## config.mk

```make
export PLATFORM = sky130hd
export DESIGN_NAME = multicycle_ctrl_fsm
export DESIGN_NICKNAME = d
export VERILOG_FILES = /design/src/rtl/multicycle_ctrl_fsm.sv
export SDC_FILE = /design/constraint.sdc
export NUM_CORES = 1
export LEC_CHECK = 0
export BUFFER_PORTS_ARGS = -buffer_cell sky130_fd_sc_hd__buf_4
export CAP_MARGIN = 15
export CORE_ASPECT_RATIO = 0.5
export CORE_UTILIZATION = 50
export DETAILED_ROUTE_END_ITERATION = 7
export GPL_ROUTABILITY_DRIVEN = 1
export PLACE_DENSITY = 0.81
export SYNTH_ARGS = -nofsm -noshare
export SYNTH_HDL_FRONTEND = slang
export SYNTH_SLANG_ARGS = --single-unit
export TNS_END_PERCENT = 20
```

## constraint.sdc

```tcl
create_clock -name clk -period 2 [get_ports clk]
set_input_delay 0.1 -clock clk [delete_from_list [all_inputs] [get_ports clk]]
set_output_delay 0.1 -clock clk [all_outputs]
set_load 0.02 [all_outputs]
```

## src/rtl/multicycle_ctrl_fsm.sv

```systemverilog
`default_nettype none
// ============================================================================
// Module      : multicycle_ctrl_fsm
// Description : Main control sequencer for a multi-cycle RV32I core. It steps
//               each instruction through fetch, decode, execute, memory and
//               writeback. It drives the datapath mux selects, write enables,
//               ALU op class and immediate format select. It waits on a
//               memory ready handshake and counts retired instructions.
// Revision    : 1.0 - initial release
// ----------------------------------------------------------------------------
// Ports
//   clk           in   clock, all state updates on rising edge
//   rst           in   synchronous active-high reset
//   op[6:0]       in   opcode field of the instruction register
//   funct3[2:0]   in   funct3 field (not used for sequencing)
//   zero          in   ALU zero flag
//   mem_ready     in   memory completes the current access this cycle
//   pc_write      out  PC register enable
//   adr_src       out  memory address select: 0 PC, 1 ALUOut
//   mem_write     out  data memory write request
//   ir_write      out  IR / old-PC capture enable
//   result_src    out  00 ALUOut, 01 mem data, 10 ALU result
//   alu_src_a     out  00 PC, 01 old PC, 10 rs1
//   alu_src_b     out  00 rs2, 01 immediate, 10 constant 4
//   alu_op        out  00 add, 01 subtract, 10 funct-decoded
//   reg_write     out  register file write enable
//   imm_src       out  immediate format: 00 I, 01 S, 10 B, 11 J
//   instr_done    out  one-cycle pulse when an instruction retires
//   instret       out  retired-instruction counter (wraps)
//   illegal_instr out  sticky illegal-opcode flag
// Build option
//   ILLEGAL_TRAP_EN : when defined, an unknown opcode parks the FSM in TRAP
//                     and raises illegal_instr until rst. When undefined the
//                     opcode is treated as a NOP and illegal_instr is 0.
// ============================================================================
module multicycle_ctrl_fsm #(
  parameter int INSTRET_W = 32
) (
  input  logic                 clk,
  input  logic                 rst,
  input  logic [6:0]           op,
  input  logic [2:0]           funct3,
  input  logic                 zero,
  input  logic                 mem_ready,
  output logic                 pc_write,
  output logic                 adr_src,
  output logic                 mem_write,
  output logic                 ir_write,
  output logic [1:0]           result_src,
  output logic [1:0]           alu_src_a,
  output logic [1:0]           alu_src_b,
  output logic [1:0]           alu_op,
  output logic                 reg_write,
  output logic [1:0]           imm_src,
  output logic                 instr_done,
  output logic [INSTRET_W-1:0] instret,
  output logic                 illegal_instr
);

  localparam logic [6:0] c_op_load  = 7'b0000011;
  localparam logic [6:0] c_op_store = 7'b0100011;
  localparam logic [6:0] c_op_rtype = 7'b0110011;
  localparam logic [6:0] c_op_itype = 7'b0010011;
  localparam logic [6:0] c_op_beq   = 7'b1100011;
  localparam logic [6:0] c_op_jal   = 7'b1101111;

  localparam logic [INSTRET_W-1:0] c_instret_one = INSTRET_W'(1);

  typedef enum logic [3:0] {
    S_FETCH    = 4'd0,
    S_DECODE   = 4'd1,
    S_MEMADR   = 4'd2,
    S_MEMREAD  = 4'd3,
    S_MEMWB    = 4'd4,
    S_MEMWRITE = 4'd5,
    S_EXECR    = 4'd6,
    S_EXECI    = 4'd7,
    S_ALUWB    = 4'd8,
    S_BEQ      = 4'd9,
    S_JAL      = 4'd10,
    S_TRAP     = 4'd11
  } state_t;

  state_t                 r_state;
  state_t                 w_next_state;
  logic [INSTRET_W-1:0]   r_instret;

  // Ungated enables; rst masks them below so nothing is written during reset.
  logic w_pc_update;
  logic w_branch;
  logic w_ir_write;
  logic w_mem_write;
  logic w_reg_write;
  logic w_instr_done;

  // funct3 is reserved for future decode; fold it into a named sink.
  logic w_unused;
  assign w_unused = ^funct3;

  // --------------------------------------------------------------------------
  // State register and retired-instruction counter
  // --------------------------------------------------------------------------
  always_ff @(posedge clk) begin
    if (rst) begin
      r_state   <= S_FETCH;
      r_instret <= '0;
    end else begin
      r_state <= w_next_state;
      if (w_instr_done) begin
        r_instret <= r_instret + c_instret_one;
      end
    end
  end

  assign instret = r_instret;

  // --------------------------------------------------------------------------
  // Next-state and Moore output decode
  // --------------------------------------------------------------------------
  always_comb begin
    w_next_state = r_state;
    w_pc_update  = 1'b0;
    w_branch     = 1'b0;
    w_ir_write   = 1'b0;
    w_mem_write  = 1'b0;
    w_reg_write  = 1'b0;
    w_instr_done = 1'b0;
    adr_src      = 1'b0;
    result_src   = 2'b00;
    alu_src_a    = 2'b00;
    alu_src_b    = 2'b00;
    alu_op       = 2'b00;

    case (r_state)
      S_FETCH: begin
        // PC+4 is computed every fetch cycle but only committed with the IR.
        alu_src_a   = 2'b00;
        alu_src_b   = 2'b10;
        alu_op      = 2'b00;
        result_src  = 2'b10;
        w_ir_write  = mem_ready;
        w_pc_update = mem_ready;
        if (mem_ready) begin
          w_next_state = S_DECODE;
        end
      end

      S_DECODE: begin
        // Branch target (old PC + imm) lands in ALUOut for a following BEQ.
        alu_src_a = 2'b01;
        alu_src_b = 2'b01;
        alu_op    = 2'b00;
        case (op)
          c_op_load, c_op_store: w_next_state = S_MEMADR;
          c_op_rtype:            w_next_state = S_EXECR;
          c_op_itype:            w_next_state = S_EXECI;
          c_op_beq:              w_next_state = S_BEQ;
          c_op_jal:              w_next_state = S_JAL;
`ifdef ILLEGAL_TRAP_EN
          default:               w_next_state = S_TRAP;
`else
          default:               w_next_state = S_FETCH;
`endif
        endcase
      end

      S_MEMADR: begin
        alu_src_a    = 2'b10;
        alu_src_b    = 2'b01;
        alu_op       = 2'b00;
        w_next_state = (op == c_op_load) ? S_MEMREAD : S_MEMWRITE;
      end

      S_MEMREAD: begin
        adr_src    = 1'b1;
        result_src = 2'b00;
        if (mem_ready) begin
          w_next_state = S_MEMWB;
        end
      end

      S_MEMWB: begin
        result_src   = 2'b01;
        w_reg_write  = 1'b1;
        w_instr_done = 1'b1;
        w_next_state = S_FETCH;
      end

      S_MEMWRITE: begin
        // The write request stays up through the cycle memory accepts it.
        adr_src      = 1'b1;
        result_src   = 2'b00;
        w_mem_write  = 1'b1;
        w_instr_done = mem_ready;
        if (mem_ready) begin
          w_next_state = S_FETCH;
        end
      end

      S_EXECR: begin
        alu_src_a    = 2'b10;
        alu_src_b    = 2'b00;
        alu_op       = 2'b10;
        w_next_state = S_ALUWB;
      end

      S_EXECI: begin
        alu_src_a    = 2'b10;
        alu_src_b    = 2'b01;
        alu_op       = 2'b10;
        w_next_state = S_ALUWB;
      end

      S_ALUWB: begin
        result_src   = 2'b00;
        w_reg_write  = 1'b1;
        w_instr_done = 1'b1;
        w_next_state = S_FETCH;
      end

      S_BEQ: begin
        // Target was precomputed in DECODE; the subtract only sets zero.
        alu_src_a    = 2'b10;
        alu_src_b    = 2'b00;
        alu_op       = 2'b01;
        result_src   = 2'b00;
        w_branch     = 1'b1;
        w_instr_done = 1'b1;
        w_next_state = S_FETCH;
      end

      S_JAL: begin
        // Jump target from DECODE goes to PC; ALU forms old PC + 4 for rd.
        alu_src_a    = 2'b01;
        alu_src_b    = 2'b10;
        alu_op       = 2'b00;
        result_src   = 2'b00;
        w_pc_update  = 1'b1;
        w_next_state = S_ALUWB;
      end

      S_TRAP: begin
`ifdef ILLEGAL_TRAP_EN
        w_next_state = S_TRAP;
`else
        w_next_state = S_FETCH;
`endif
      end

      default: begin
        w_next_state = S_FETCH;
      end
    endcase
  end

  // --------------------------------------------------------------------------
  // Reset-gated enables
  // --------------------------------------------------------------------------
  assign pc_write   = ~rst & (w_pc_update | (w_branch & zero));
  assign ir_write   = ~rst & w_ir_write;
  assign mem_write  = ~rst & w_mem_write;
  assign reg_write  = ~rst & w_reg_write;
  assign instr_done = ~rst & w_instr_done;

  // --------------------------------------------------------------------------
  // Immediate format select, decoded straight from the opcode
  // --------------------------------------------------------------------------
  always_comb begin
    imm_src = 2'b00;
    case (op)
      c_op_load, c_op_itype: imm_src = 2'b00;
      c_op_store:            imm_src = 2'b01;
      c_op_beq:              imm_src = 2'b10;
      c_op_jal:              imm_src = 2'b11;
      default:               imm_src = 2'b00;
    endcase
  end

  // --------------------------------------------------------------------------
  // Illegal-opcode flag
  // --------------------------------------------------------------------------
`ifdef ILLEGAL_TRAP_EN
  logic r_illegal;

  always_ff @(posedge clk) begin
    if (rst) begin
      r_illegal <= 1'b0;
    end else if ((r_state == S_DECODE) && (w_next_state == S_TRAP)) begin
      r_illegal <= 1'b1;
    end
  end

  assign illegal_instr = r_illegal;
`else
  assign illegal_instr = 1'b0;
`endif

endmodule
`default_nettype wire

```

==> flow_summary.yaml <==
cts:
  clk_latency_ns: 0.29
  cts_tree: "built"
  cts_buffers: 5
  post_cts_buffers: 0
  clkSinkCount: 36
  root_buffer: "clkbuf_8"
  ctsHtreeMaxLevel: 2
  cts_buffer_depth: 2
  clk_pin_slew_ns: 0.07
synthesis:
  synth.largest_area_cell: "dfxtp_1"
  synth_edf_count: 0
  synth-seq-area-share: 0.350
  synth_top_area_frac: 0.350
  synth_cells: 258
  yosys.area_share.simple: 0.371
  async_flop_share: 0
  syn_avg_cell_area_sq_um: 7.99
  synth.area.top_cells: "dfxtp_1 35%, xor2_1 7.2%, nor2_1 6.2%"
  synth_top_family_by_area: "simple AND/OR/NAND/NOR gates"
  muxShareOfSynthArea: 0.00546
  synth_fp_nets: 273
  synth_xor_area_frac: 0.102
  netlist_area_sq_mm: 0.00206
  synth-compound-area-share: 0.124
  synth_ff_type: "dfxtp_1"
  yosysUniqueCellTypes: 48
  synthAdderAreaFrac: 0.00607
  ys_seq_elements: 36
  yosys_warnings: 0
layout:
  design_area_sq_mm: 0.00271
  final_common_cell: "buf_4"
  num_antenna_cells: 0
  layout_common_cells: "68 x buf_4, 35 x dfxtp_1, 34 x nor2_1"
  syn_to_final_growth_pct: 31.3
  fill_cells: 335
  layout-drive-gt1-share: 0.288
  nNetsFinal: 333
  final_core_util: 0.689
status:
  status: "complete, no violations"
detailed_routing:
  viasPerCell: 5.58
  vias: 2083
  drt_pass1_iterations: 6
  drtIter0Drc: 34
  drcViolationCount: 0
  wirelength_um: 5050
  postRouteAntennaNets: 0
  wl_per_cell_um: 13.5
die:
  dieArea_sq_mm: 0.00440
  num_rows: 16
  die_w_um: 92.8
  num_io_pins: 63
  core_sq_mm: 0.00392
  die_h_um: 47.4
  start_util: 0.525
timing:
  fin_setup_tns_ns: 0
  min_period_ns: 1.86
  clock_skew_ns: 0.00550
  finalSetupViolCount: 0
  slew_viol_final: 0
  rsz0062_at_grt: "no"
  fmax_mhz: 536
  fin_crit_sh: 0.932
  hold_viol: 0
global_routing:
  grt_pass1_wl_um: 7890
  grt.total_usage: 0.230
  antenna_found_initial: 0
  grt_max_degree: 43
  grt_pass1_vias: 1805
  overflow: 0
placed_design:
  place_hpwl_um: 3630
  gp_congestion: 0.847
  portBuffers: 58
  place_area_sq_mm: 0.00257
critical_path:
  end_kind: "output pin"
  cp.arrival_ns: 1.76
  critPathKind: "register to output pin"
  crit_path_max_fanout: 12
  crit_required_ns: 1.90
  cp-start-kind: "register"
flow_run:
  maxCapViolCount: 0
power:
  ir_drop_mv: 0.272
  p_per_area_mw_per_mm2: 575
  power_leakage_uw: 0.00108
hold_path:
  hp-class: "primary input to register"
[worst paths after layout]
check                                  from           to  slack [ns]  cells past startpoint
worst min register to register  instret[31]  instret[31]        0.50                      2
worst min-delay path              mem_ready   r_state[0]        0.14                      3
worst max register to register   instret[0]  instret[28]        0.22                      6
worst max-delay path             r_state[1]     pc_write        0.14                      7
[synthesized netlist by cell type (all sizes together), types with 3 or more instances]
cell type / n
a21oi: 18
and3: 6
and4: 4
buf: 8
clkbuf: 7
dfxtp: 36
inv: 4
nand2: 11
nand2b: 5
nand3: 11
nand4: 16
nand4b: 3
nor2: 36
nor2b: 6
nor3: 11
nor3b: 3
nor4: 6
o21ai: 15
or3: 11
xnor2: 7
xor2: 17
[cells by family (layout without fill, tap and decap cells)]
group,count (synthesis),in the layout
and+or+nand+nor,133,133
DFF,36,36
AOI/OAI and AO/OA,43,43
xor gates and xnor gates,24,24
muxes,1,1
adders and majority gates,1,1
other,1,1
buffers and inverters,19,80
[worst max-delay path: stages, from the launching register on]
cell,delay [ns]
dfxtp_2,0.37
buf_4,0.19
buf_4,0.16
nor2_1,0.13
nand2_1,0.08
mux2_2,0.26
nor3_1,0.13
buf_4,0.17
[layout make-up]
type | instances | area, sq um | area share
clock inverters | 1 | 30.0 | 0.0111
inverters | 4 | 15.0 | 0.00555
repair buffers | 68 | 510 | 0.189
multi-input cells | 203 | 1260 | 0.467
well taps | 54 | 67.6 | 0.0250
clock buffers | 7 | 96.3 | 0.0356
flip-flops and latches | 36 | 722 | 0.267
[where the power goes]
| group | internal (uW) | total (uW) | switching (uW) |
|---|---|---|---|
| sequential | 719 | 722 | 3.41 |
| combinational | 51.8 | 131 | 79.1 |
| clock | 440 | 701 | 262 |
| total | 1210 | 1550 | 344 |
[routing by layer]
layer	GRT usage	share of wire	vias to the layer above	wire, um
met1	0.273	0.47	987	2390
met4	0.0738	0.0073	0	37
li1	-	-	1045	-
met5	0	0	-	0
met2	0.426	0.48	44	2420
met3	0.0583	0.041	7	205
[repair_timing]
item | 4_1_cts | 5_1_grt
endpoints found under the setup margin | 1 | 1
hold buffers | 0 | 0
resized for setup | 1 | 2
[through the flow]
step / worst slack [ns] / hold WS [ns] / power (uW) / instances
finish: 0.135 / 0.138 / 1550 / 373
CTS: 0.0931 / 0.131 / 1560 / 373
detailed placement: 0.243 / 0.429 / 867 / 365
global placement: 0.341 / 0.426 / 864 / 365
global route: 0.0491 / 0.157 / 1590 / 373
floorplan: 0.0438 / 0.282 / 814 / 258
[registers in the layout, summed over array words and instances, names as in the netlist]
signal   cells
instret     32
r_state      4
No activity file was read; power rests on OpenSTA's default activity.
